$ cat src/rtl/moon_dash_ctrl_if.sv
// Control/status bundle between the moon motion sequencer and its consumers.
// The slave side is the sequencer; the master side drives the player position and pacing.
interface moon_dash_ctrl_if;
    logic        enable;
    logic [9:0]  player_x;
    logic [9:0]  player_y;
    logic [25:0] speed_offset;
    logic [9:0]  moon_x;
    logic [9:0]  moon_y;
    logic [1:0]  state;
    logic        dash_start;
    logic        on_border;

    modport master (
        output enable, player_x, player_y, speed_offset,
        input  moon_x, moon_y, state, dash_start, on_border
    );

    modport slave (
        input  enable, player_x, player_y, speed_offset,
        output moon_x, moon_y, state, dash_start, on_border
    );
endinterface

$ cat src/rtl/moon_dash_ctrl.sv
// Moon boss motion sequencer: HOLD -> AIM -> DASH -> REST -> AIM ... with fixed-point motion.
// Optional mid-dash re-aiming is enabled by defining MOON_HOMING_EN.
module moon_dash_ctrl #(
    parameter int MAX_X        = 384,
    parameter int MAX_Y        = 448,
    parameter int HOME_X       = 192,
    parameter int HOME_Y       = 100,
    parameter int TICK_DIV     = 4000000,
    parameter int WAIT_TICKS   = 60,
    parameter int FRAC         = 10,
    parameter int STEP_SHIFT   = 6,
    parameter int HOMING_TICKS = 16
) (
    input  logic            clk,
    input  logic            reset,
    moon_dash_ctrl_if.slave bus
);
    localparam int PW = 10 + FRAC;
    localparam int VW = 11 + FRAC;
    localparam int SW = PW + 2;
    localparam int CW = 26;
    localparam int WW = (WAIT_TICKS > 1) ? $clog2(WAIT_TICKS) : 1;

    localparam logic [CW-1:0] TICK_DIV_C = CW'(TICK_DIV);
    localparam logic [WW-1:0] WAIT_LAST  = WW'(WAIT_TICKS - 1);
    localparam logic [PW-1:0] HOME_X_FX  = PW'(HOME_X << FRAC);
    localparam logic [PW-1:0] HOME_Y_FX  = PW'(HOME_Y << FRAC);

    typedef enum logic [1:0] {
        HOLD = 2'd0,
        AIM  = 2'd1,
        DASH = 2'd2,
        REST = 2'd3
    } state_t;

    state_t                state_reg, state_next;
    logic [CW-1:0]         tick_cnt_reg, tick_cnt_next;
    logic [CW-1:0]         period;
    logic                  tick;
    logic [WW-1:0]         wait_cnt_reg, wait_cnt_next;
    logic                  dash_start_reg, dash_start_next;

    logic [PW-1:0]         pos_reg   [2];
    logic [PW-1:0]         pos_next  [2];
    logic signed [VW-1:0]  vel_reg   [2];
    logic signed [VW-1:0]  vel_next  [2];

    logic [PW-1:0]         step_pos  [2];
    logic                  clamp     [2];
    logic [9:0]            player    [2];
    logic [9:0]            aim_src   [2];
    logic signed [10:0]    delta     [2];
    logic signed [VW-1:0]  aim_raw   [2];
    logic signed [VW-1:0]  aim_vel   [2];
    logic                  aim_zero;

    assign player[0] = bus.player_x;
    assign player[1] = bus.player_y;

    // Game tick; the >= compare also recovers when the period shrinks mid-count.
    always_comb begin
        period        = (bus.speed_offset >= TICK_DIV_C) ? CW'(1) : (TICK_DIV_C - bus.speed_offset);
        tick          = bus.enable && (tick_cnt_reg >= (period - CW'(1)));
        tick_cnt_next = tick_cnt_reg;
        if (bus.enable) begin
            tick_cnt_next = tick ? '0 : (tick_cnt_reg + CW'(1));
        end
    end

`ifdef MOON_HOMING_EN
    localparam int HW = (HOMING_TICKS > 1) ? $clog2(HOMING_TICKS) : 1;
    localparam logic [HW-1:0] HOMING_LAST = HW'(HOMING_TICKS - 1);

    logic [HW-1:0] homing_cnt_reg, homing_cnt_next;
    logic          homing_due;

    assign homing_due = (homing_cnt_reg == HOMING_LAST);

    always_comb begin
        homing_cnt_next = homing_cnt_reg;
        if (bus.enable) begin
            if (state_reg == AIM) begin
                homing_cnt_next = '0;
            end else if ((state_reg == DASH) && tick) begin
                homing_cnt_next = homing_due ? '0 : (homing_cnt_reg + HW'(1));
            end
        end
    end

    always_ff @(posedge clk or posedge reset) begin
        if (reset) begin
            homing_cnt_reg <= '0;
        end else begin
            homing_cnt_reg <= homing_cnt_next;
        end
    end
`endif

    genvar gi;
    generate
        for (gi = 0; gi < 2; gi++) begin : g_axis
            localparam int LIMIT = (gi == 0) ? MAX_X : MAX_Y;
            localparam logic signed [SW-1:0] UPPER    = SW'(LIMIT << FRAC);
            localparam logic [PW-1:0]        CLAMP_HI = PW'((LIMIT - 1) << FRAC);

            logic signed [SW-1:0] sum;
            logic signed [VW-1:0] dext;
            logic                 lo_hit;
            logic                 hi_hit;

            // Full-width signed move; anything past the last legal pixel pins to its integer edge.
            assign sum    = $signed({2'b00, pos_reg[gi]})
                          + $signed({{(SW-VW){vel_reg[gi][VW-1]}}, vel_reg[gi]});
            assign lo_hit = sum[SW-1];
            assign hi_hit = !lo_hit && (sum >= UPPER);
            assign clamp[gi]    = lo_hit || hi_hit;
            assign step_pos[gi] = lo_hit ? '0 : (hi_hit ? CLAMP_HI : sum[PW-1:0]);

`ifdef MOON_HOMING_EN
            // Mid-dash re-aim uses the position after this tick's move.
            assign aim_src[gi] = (state_reg == DASH) ? step_pos[gi][PW-1:FRAC]
                                                     : pos_reg[gi][PW-1:FRAC];
`else
            assign aim_src[gi] = pos_reg[gi][PW-1:FRAC];
`endif

            assign delta[gi]   = $signed({1'b0, player[gi]}) - $signed({1'b0, aim_src[gi]});
            assign dext        = {{(VW-11){delta[gi][10]}}, delta[gi]};
            assign aim_raw[gi] = (dext <<< FRAC) >>> STEP_SHIFT;
        end
    endgenerate

    // A player sitting exactly on the moon would give a zero velocity; dash straight down instead.
    assign aim_zero   = (delta[0] == 11'sd0) && (delta[1] == 11'sd0);
    assign aim_vel[0] = aim_zero ? '0 : aim_raw[0];
    assign aim_vel[1] = aim_zero ? VW'(1 << FRAC) : aim_raw[1];

    always_comb begin
        state_next      = state_reg;
        wait_cnt_next   = wait_cnt_reg;
        dash_start_next = 1'b0;
        pos_next[0]     = pos_reg[0];
        pos_next[1]     = pos_reg[1];
        vel_next[0]     = vel_reg[0];
        vel_next[1]     = vel_reg[1];

        if (bus.enable) begin
            case (state_reg)
                HOLD, REST: begin
                    if (tick) begin
                        if (wait_cnt_reg == WAIT_LAST) begin
                            state_next    = AIM;
                            wait_cnt_next = '0;
                        end else begin
                            wait_cnt_next = wait_cnt_reg + WW'(1);
                        end
                    end
                end
                AIM: begin
                    vel_next[0]     = aim_vel[0];
                    vel_next[1]     = aim_vel[1];
                    state_next      = DASH;
                    wait_cnt_next   = '0;
                    dash_start_next = 1'b1;
                end
                DASH: begin
                    if (tick) begin
                        pos_next[0] = step_pos[0];
                        pos_next[1] = step_pos[1];
`ifdef MOON_HOMING_EN
                        if (homing_due) begin
                            vel_next[0] = aim_vel[0];
                            vel_next[1] = aim_vel[1];
                        end
`endif
                        if (clamp[0] || clamp[1]) begin
                            state_next    = REST;
                            wait_cnt_next = '0;
                        end
                    end
                end
                default: begin
                    state_next = HOLD;
                end
            endcase
        end
    end

    always_ff @(posedge clk or posedge reset) begin
        if (reset) begin
            state_reg      <= HOLD;
            tick_cnt_reg   <= '0;
            wait_cnt_reg   <= '0;
            dash_start_reg <= 1'b0;
            pos_reg[0]     <= HOME_X_FX;
            pos_reg[1]     <= HOME_Y_FX;
            vel_reg[0]     <= '0;
            vel_reg[1]     <= '0;
        end else begin
            state_reg      <= state_next;
            tick_cnt_reg   <= tick_cnt_next;
            wait_cnt_reg   <= wait_cnt_next;
            dash_start_reg <= dash_start_next;
            pos_reg[0]     <= pos_next[0];
            pos_reg[1]     <= pos_next[1];
            vel_reg[0]     <= vel_next[0];
            vel_reg[1]     <= vel_next[1];
        end
    end

    assign bus.moon_x     = pos_reg[0][PW-1:FRAC];
    assign bus.moon_y     = pos_reg[1][PW-1:FRAC];
    assign bus.state      = state_reg;
    assign bus.dash_start = dash_start_reg;
    assign bus.on_border  = (state_reg == REST);
endmodule
$ cat src/flat_wrapper.sv
// flat-port wrapper written by rule: the top's interface ports become plain ports
module moon_dash_ctrl_flat 
#(
    parameter int MAX_X        = 384,
    parameter int MAX_Y        = 448,
    parameter int HOME_X       = 192,
    parameter int HOME_Y       = 100,
    parameter int TICK_DIV     = 4000000,
    parameter int WAIT_TICKS   = 60,
    parameter int FRAC         = 10,
    parameter int STEP_SHIFT   = 6,
    parameter int HOMING_TICKS = 16
)
  (clk, reset, bus_enable, bus_player_x, bus_player_y, bus_speed_offset, bus_moon_x, bus_moon_y, bus_state, bus_dash_start, bus_on_border);
  moon_dash_ctrl_if bus_i ();
  input  logic clk;
  input  logic reset;
  input wire logic [$bits(bus_i.enable)-1:0] bus_enable;
  input wire logic [$bits(bus_i.player_x)-1:0] bus_player_x;
  input wire logic [$bits(bus_i.player_y)-1:0] bus_player_y;
  input wire logic [$bits(bus_i.speed_offset)-1:0] bus_speed_offset;
  output wire logic [$bits(bus_i.moon_x)-1:0] bus_moon_x;
  output wire logic [$bits(bus_i.moon_y)-1:0] bus_moon_y;
  output wire logic [$bits(bus_i.state)-1:0] bus_state;
  output wire logic [$bits(bus_i.dash_start)-1:0] bus_dash_start;
  output wire logic [$bits(bus_i.on_border)-1:0] bus_on_border;
  assign bus_i.enable = bus_enable;
  assign bus_i.player_x = bus_player_x;
  assign bus_i.player_y = bus_player_y;
  assign bus_i.speed_offset = bus_speed_offset;
  assign bus_moon_x = bus_i.moon_x;
  assign bus_moon_y = bus_i.moon_y;
  assign bus_state = bus_i.state;
  assign bus_dash_start = bus_i.dash_start;
  assign bus_on_border = bus_i.on_border;
  moon_dash_ctrl #(.MAX_X(MAX_X), .MAX_Y(MAX_Y), .HOME_X(HOME_X), .HOME_Y(HOME_Y), .TICK_DIV(TICK_DIV), .WAIT_TICKS(WAIT_TICKS), .FRAC(FRAC), .STEP_SHIFT(STEP_SHIFT), .HOMING_TICKS(HOMING_TICKS)) u_core (.clk(clk), .reset(reset), .bus(bus_i));
endmodule
$ cat config.mk
export PLATFORM = sky130hd
export DESIGN_NAME = moon_dash_ctrl_flat
export DESIGN_NICKNAME = d
export VERILOG_FILES = /design/src/rtl/moon_dash_ctrl_if.sv /design/src/rtl/moon_dash_ctrl.sv /design/src/flat_wrapper.sv
export SDC_FILE = /design/constraint.sdc
export NUM_CORES = 1
export LEC_CHECK = 0
export ABC_AREA = 1
export CAP_MARGIN = 20
export CORE_MARGIN = 2
export CORE_UTILIZATION = 45
export DETAILED_ROUTE_END_ITERATION = 10
export PLACE_DENSITY = 0.76
export SYNTH_ARGS = -nofsm -noshare
export SYNTH_HDL_FRONTEND = slang
export SYNTH_SLANG_ARGS = --single-unit
$ cat constraint.sdc
create_clock -name clk -period 3 [get_ports clk]
set_input_delay 0.6 -clock clk [delete_from_list [all_inputs] [get_ports clk]]
set_output_delay 0.6 -clock clk [all_outputs]
set_load 0.02 [all_outputs]
==> implementation parameters <==
Parameter                              Value

Global route
  Vias in the first global route    slightly above 9000
  Largest net degree at the start of global routing    approximately 40
  Initial antenna violation count    0
  Total gr overflow    0
  Wire length of the first global-routing pass    41800 µm
  Total routing usage reported by global routing    23.1%

Power and ir drop
  Standby leakage power    between 6 and 7 nW
  Worst VDD drop    273 µV
  Power per cell area    ~360 nW/µm²
  Power after layout    ~4.3 mW

Worst hold path
  Hold path start    u_core.pos_reg[24]
  Path class of the lowest-slack min-delay path    reg2reg

Critical path
  Worst setup path startpoint    bus_speed_offset[23]
  Reg-to-reg critical path endpoint    u_core.pos_reg[9]
  Endpoint kind of the worst setup timing path    flip-flop
  Worst-case register-to-register setup slack    0.18 ns
  Logic depth of the worst register-to-register path    12
  Worst setup path endpoint    u_core.pos_reg[9]
  Critical path start-end classification    in2reg
  Required time of the critical path    3.25 ns
  Launching element type of the critical path    input port
  CP max FO    7
  Reg2Reg Launch Point    u_core.bus.moon_y[2]
  Critical path arrival    4.11 ns

Detailed routing
  Final routed wire length divided by cell count    13.6 µm
  Total number of vias    9459
  Average via count per standard cell    5.18
  Total routed wirelength    24900 µm
  Routed Antenna Nets    0
  Number of design rule violations left after detail routing    0
  Violation count after the first detailed-route iteration    589
  Drt first pass iters    5

Floorplan
  Num ports    73
  Horizontal extent of the die    147 µm
  Die height    147 µm
  Site Rows    52
  Starting Density    45.6%
  Core region area    roughly 20000 µm²
  Floorplan die area    21500 µm²

Cells and area
  Post-synthesis to final-layout area growth    31.3%
  Number of flip-flops in the largest register    26
  Final Instance Area    12000 µm²
  Count of fill cells added during filler insertion    ~1700
  Count of antenna diodes in the layout    0
  Post-route insts no fill    1825
  Nets@finish    around 1700
  Share of post-route cells with drive strength above 1    roughly 22%

Yosys
  Simple-gate area share of the yosys netlist    36.8%
  Fraction of the yosys area taken by sequential cells    24.4%
  Proportion of synthesized area in mux cells    0%
  Synthesized area divided by synthesized cell count    6.75 µm²
  Main combinational cell family by area after synthesis    simple AND/OR/NAND/NOR gates
  Number of flip-flops and latches in the synthesized netlist    89
  Fraction of synthesized cell area in xor and xnor cells    between 6 and 7%
  Number of synthesis warnings    0
  Count of distinct cell types in the synthesized netlist    47
  Net count after synthesis    1498
  Adder-cell share of the synthesized area    12.8%
  Post-synthesis compound-gate area fraction    9.47%
  Post-synthesis cell area    between 9000 and 10000 µm²
  Number of cells produced by synthesis    1358

Clock tree
  Clock input transition at the sequential cells of the worst setup and hold paths    0.07 ns
  CTS tree    done
  Total number of H-tree levels    3
  Root buffer selected by CTS    clkbuf_16
  Number of buffers created by CTS    9
  Maximum root-to-sink buffer count    2
  CTS hold repair buffers    0
  Number of sinks on the clock net    89
  Clock Latency Late Sink    0.35 ns

Placed design
  Placed cell areas    about 11000 µm²
  Number of buffers added on ports    72
  HPWL after detailed placement    19000 µm
  Cell total after placement    roughly 1800
  Placer's final routability congestion estimate    between 0.9 and 1

STA
  Final setup fails    66
  Final number of hold-violating endpoints    0
  RSZ-0062 raised after global routing    true
  Clk_skew    between 0.009 and 0.01 ns
  Max Fclk    ~260 MHz
  Total Neg Setup Slack    -49.20 ns
  Period Utilization, post-route    128%
  Least-Margin Pin Slew    0.480 ns
  Hold slack    roughly 0.5 ns
  Tightest slew margin relative to the limit    68.0%
  Final number of max-transition violations    0
  Setup slack of the critical path after layout    -0.853 ns
  Post-route minimum period    3.85 ns

Status
  Status    finished, violations left
  Violations in the final reports    setup timing

Flow run
  Max-Cap Viols    0
-- cell usage in the layout, fill, tap and decap left out, drive strengths merged, types with 62 or more instances in the layout --
| master | n |
|---|---|
| nor2 | 132 |
| o21ai | 62 |
| nand2 | 407 |
| a21oi | 70 |
| dfrtp | 84 |
| nand3 | 111 |
| buf | 163 |
| ha | 87 |
| inv | 170 |
-- layer usage --
layer / track usage [%] / up-vias / part of all wire [%]
li1: - / 4798 / -
met1: 30.5 / 4385 / 45
met2: 40.5 / 235 / 49
met3: 3.19 / 41 / 4.0
met4: 4.66 / 0 / 1.8
met5: 0 / - / 0
-- stage by stage --
| step | util, % | worst slack, ns |
|---|---|---|
| after floorplan | - | -0.760 |
| after global placement | 55.1 | -1.55 |
| after detailed placement | 55.1 | -1.61 |
| after CTS | 58.4 | -0.715 |
| after global routing | 59.8 | -1.01 |
| final | 59.8 | -0.853 |
-- logic make-up (layout without fill, tap and decap cells) --
family	count (synthesis)	in the layout
compound gates	154	154
xor+xnor	73	73
fa+ha+maj	91	91
buf+inv	204	401
flops	89	89
simple gates	747	747
-- report_power, final --
part | total (mW) | internal (mW) | switching [mW]
logic | 1.76 | 0.724 | 1.03
registers | 1.39 | 1.29 | 0.0997
clock network | 1.18 | 0.662 | 0.514
total | 4.32 | 2.67 | 1.65
-- cells in the mapped netlist (all sizes together) --
cell type | count | share of area (%)
dfstp | 5 | 1.4
nand3b | 9 | 0.74
inv | 167 | 6.8
and3 | 2 | 0.14
xnor2 | 27 | 2.6
o21ai | 62 | 3.6
and2 | 3 | 0.20
nand2 | 407 | 17
dfrtp | 84 | 23
o21bai | 6 | 0.53
a21oi | 70 | 4.0
o21a | 2 | 0.16
nand4 | 26 | 1.8
a41oi | 1 | 0.096
o31ai | 4 | 0.33
nor3 | 38 | 2.2
nor3b | 2 | 0.16
nor4 | 11 | 0.75
a21o | 3 | 0.25
nand3 | 111 | 6.6
buf | 27 | 2.3
clkbuf | 10 | 0.41
nor2 | 132 | 6.6
a31oi | 3 | 0.20
fa | 4 | 0.87
o211ai | 2 | 0.16
ha | 87 | 12
or2 | 6 | 0.41
o22ai | 1 | 0.068
xor2 | 46 | 4.4
-- how the worst min path moves through the flow --
| stage | endpoint | depth (start not counted) |
|---|---|---|
| 2_1_floorplan | u_core.pos_reg[24] | 2 |
| 3_3_place_gp | u_core.pos_reg[24] | 2 |
| 3_5_place_dp | u_core.pos_reg[24] | 2 |
| 4_1_cts | u_core.pos_reg[27] | 2 |
| 5_1_grt | u_core.pos_reg[24] | 2 |
| 6_report | u_core.pos_reg[24] | 2 |
-- critical path, cell delays in order --
cell and delay (ns):
buf_2 0.09, or2_4 0.26, nor3_2 0.15, buf_4 0.15, nand2_4 0.05, nor2_4 0.21
nand2_4 0.10, buf_6 0.14, nor2_8 0.14, nand2_4 0.09, buf_4 0.14, xor2_1 0.13
ha_1 0.30, nand2_1 0.09, nor4_1 0.43, nand3_1 0.20, nand3_4 0.15, nand2_8 0.09
inv_8 0.08, nand2_8 0.06, buf_4 0.15, buf_6 0.11, o31ai_4 0.19
-- area by class of cell --
| cell class | count | area [µm²] | area share, % |
|---|---|---|---|
| multi-input combinational | 1065 | 6610 | 55.0 |
| sequential | 89 | 2230 | 18.6 |
| timing repair buffer | 218 | 1870 | 15.5 |
| inverter | 167 | 672 | 5.59 |
| tap | 270 | 338 | 2.81 |
| clock buffer | 9 | 225 | 1.87 |
| clock inverter | 7 | 83.8 | 0.697 |
-- timing repair --
item / in CTS / in global routing
gates resized for setup: 160 / 57
buffers inserted: 18 / 12
pin swaps: 49 / 46
hold endpoints to repair: 0 / 0
setup endpoints to repair: 66 / 66
cloned: 0 / 1
(Power assumes the default switching activity.)
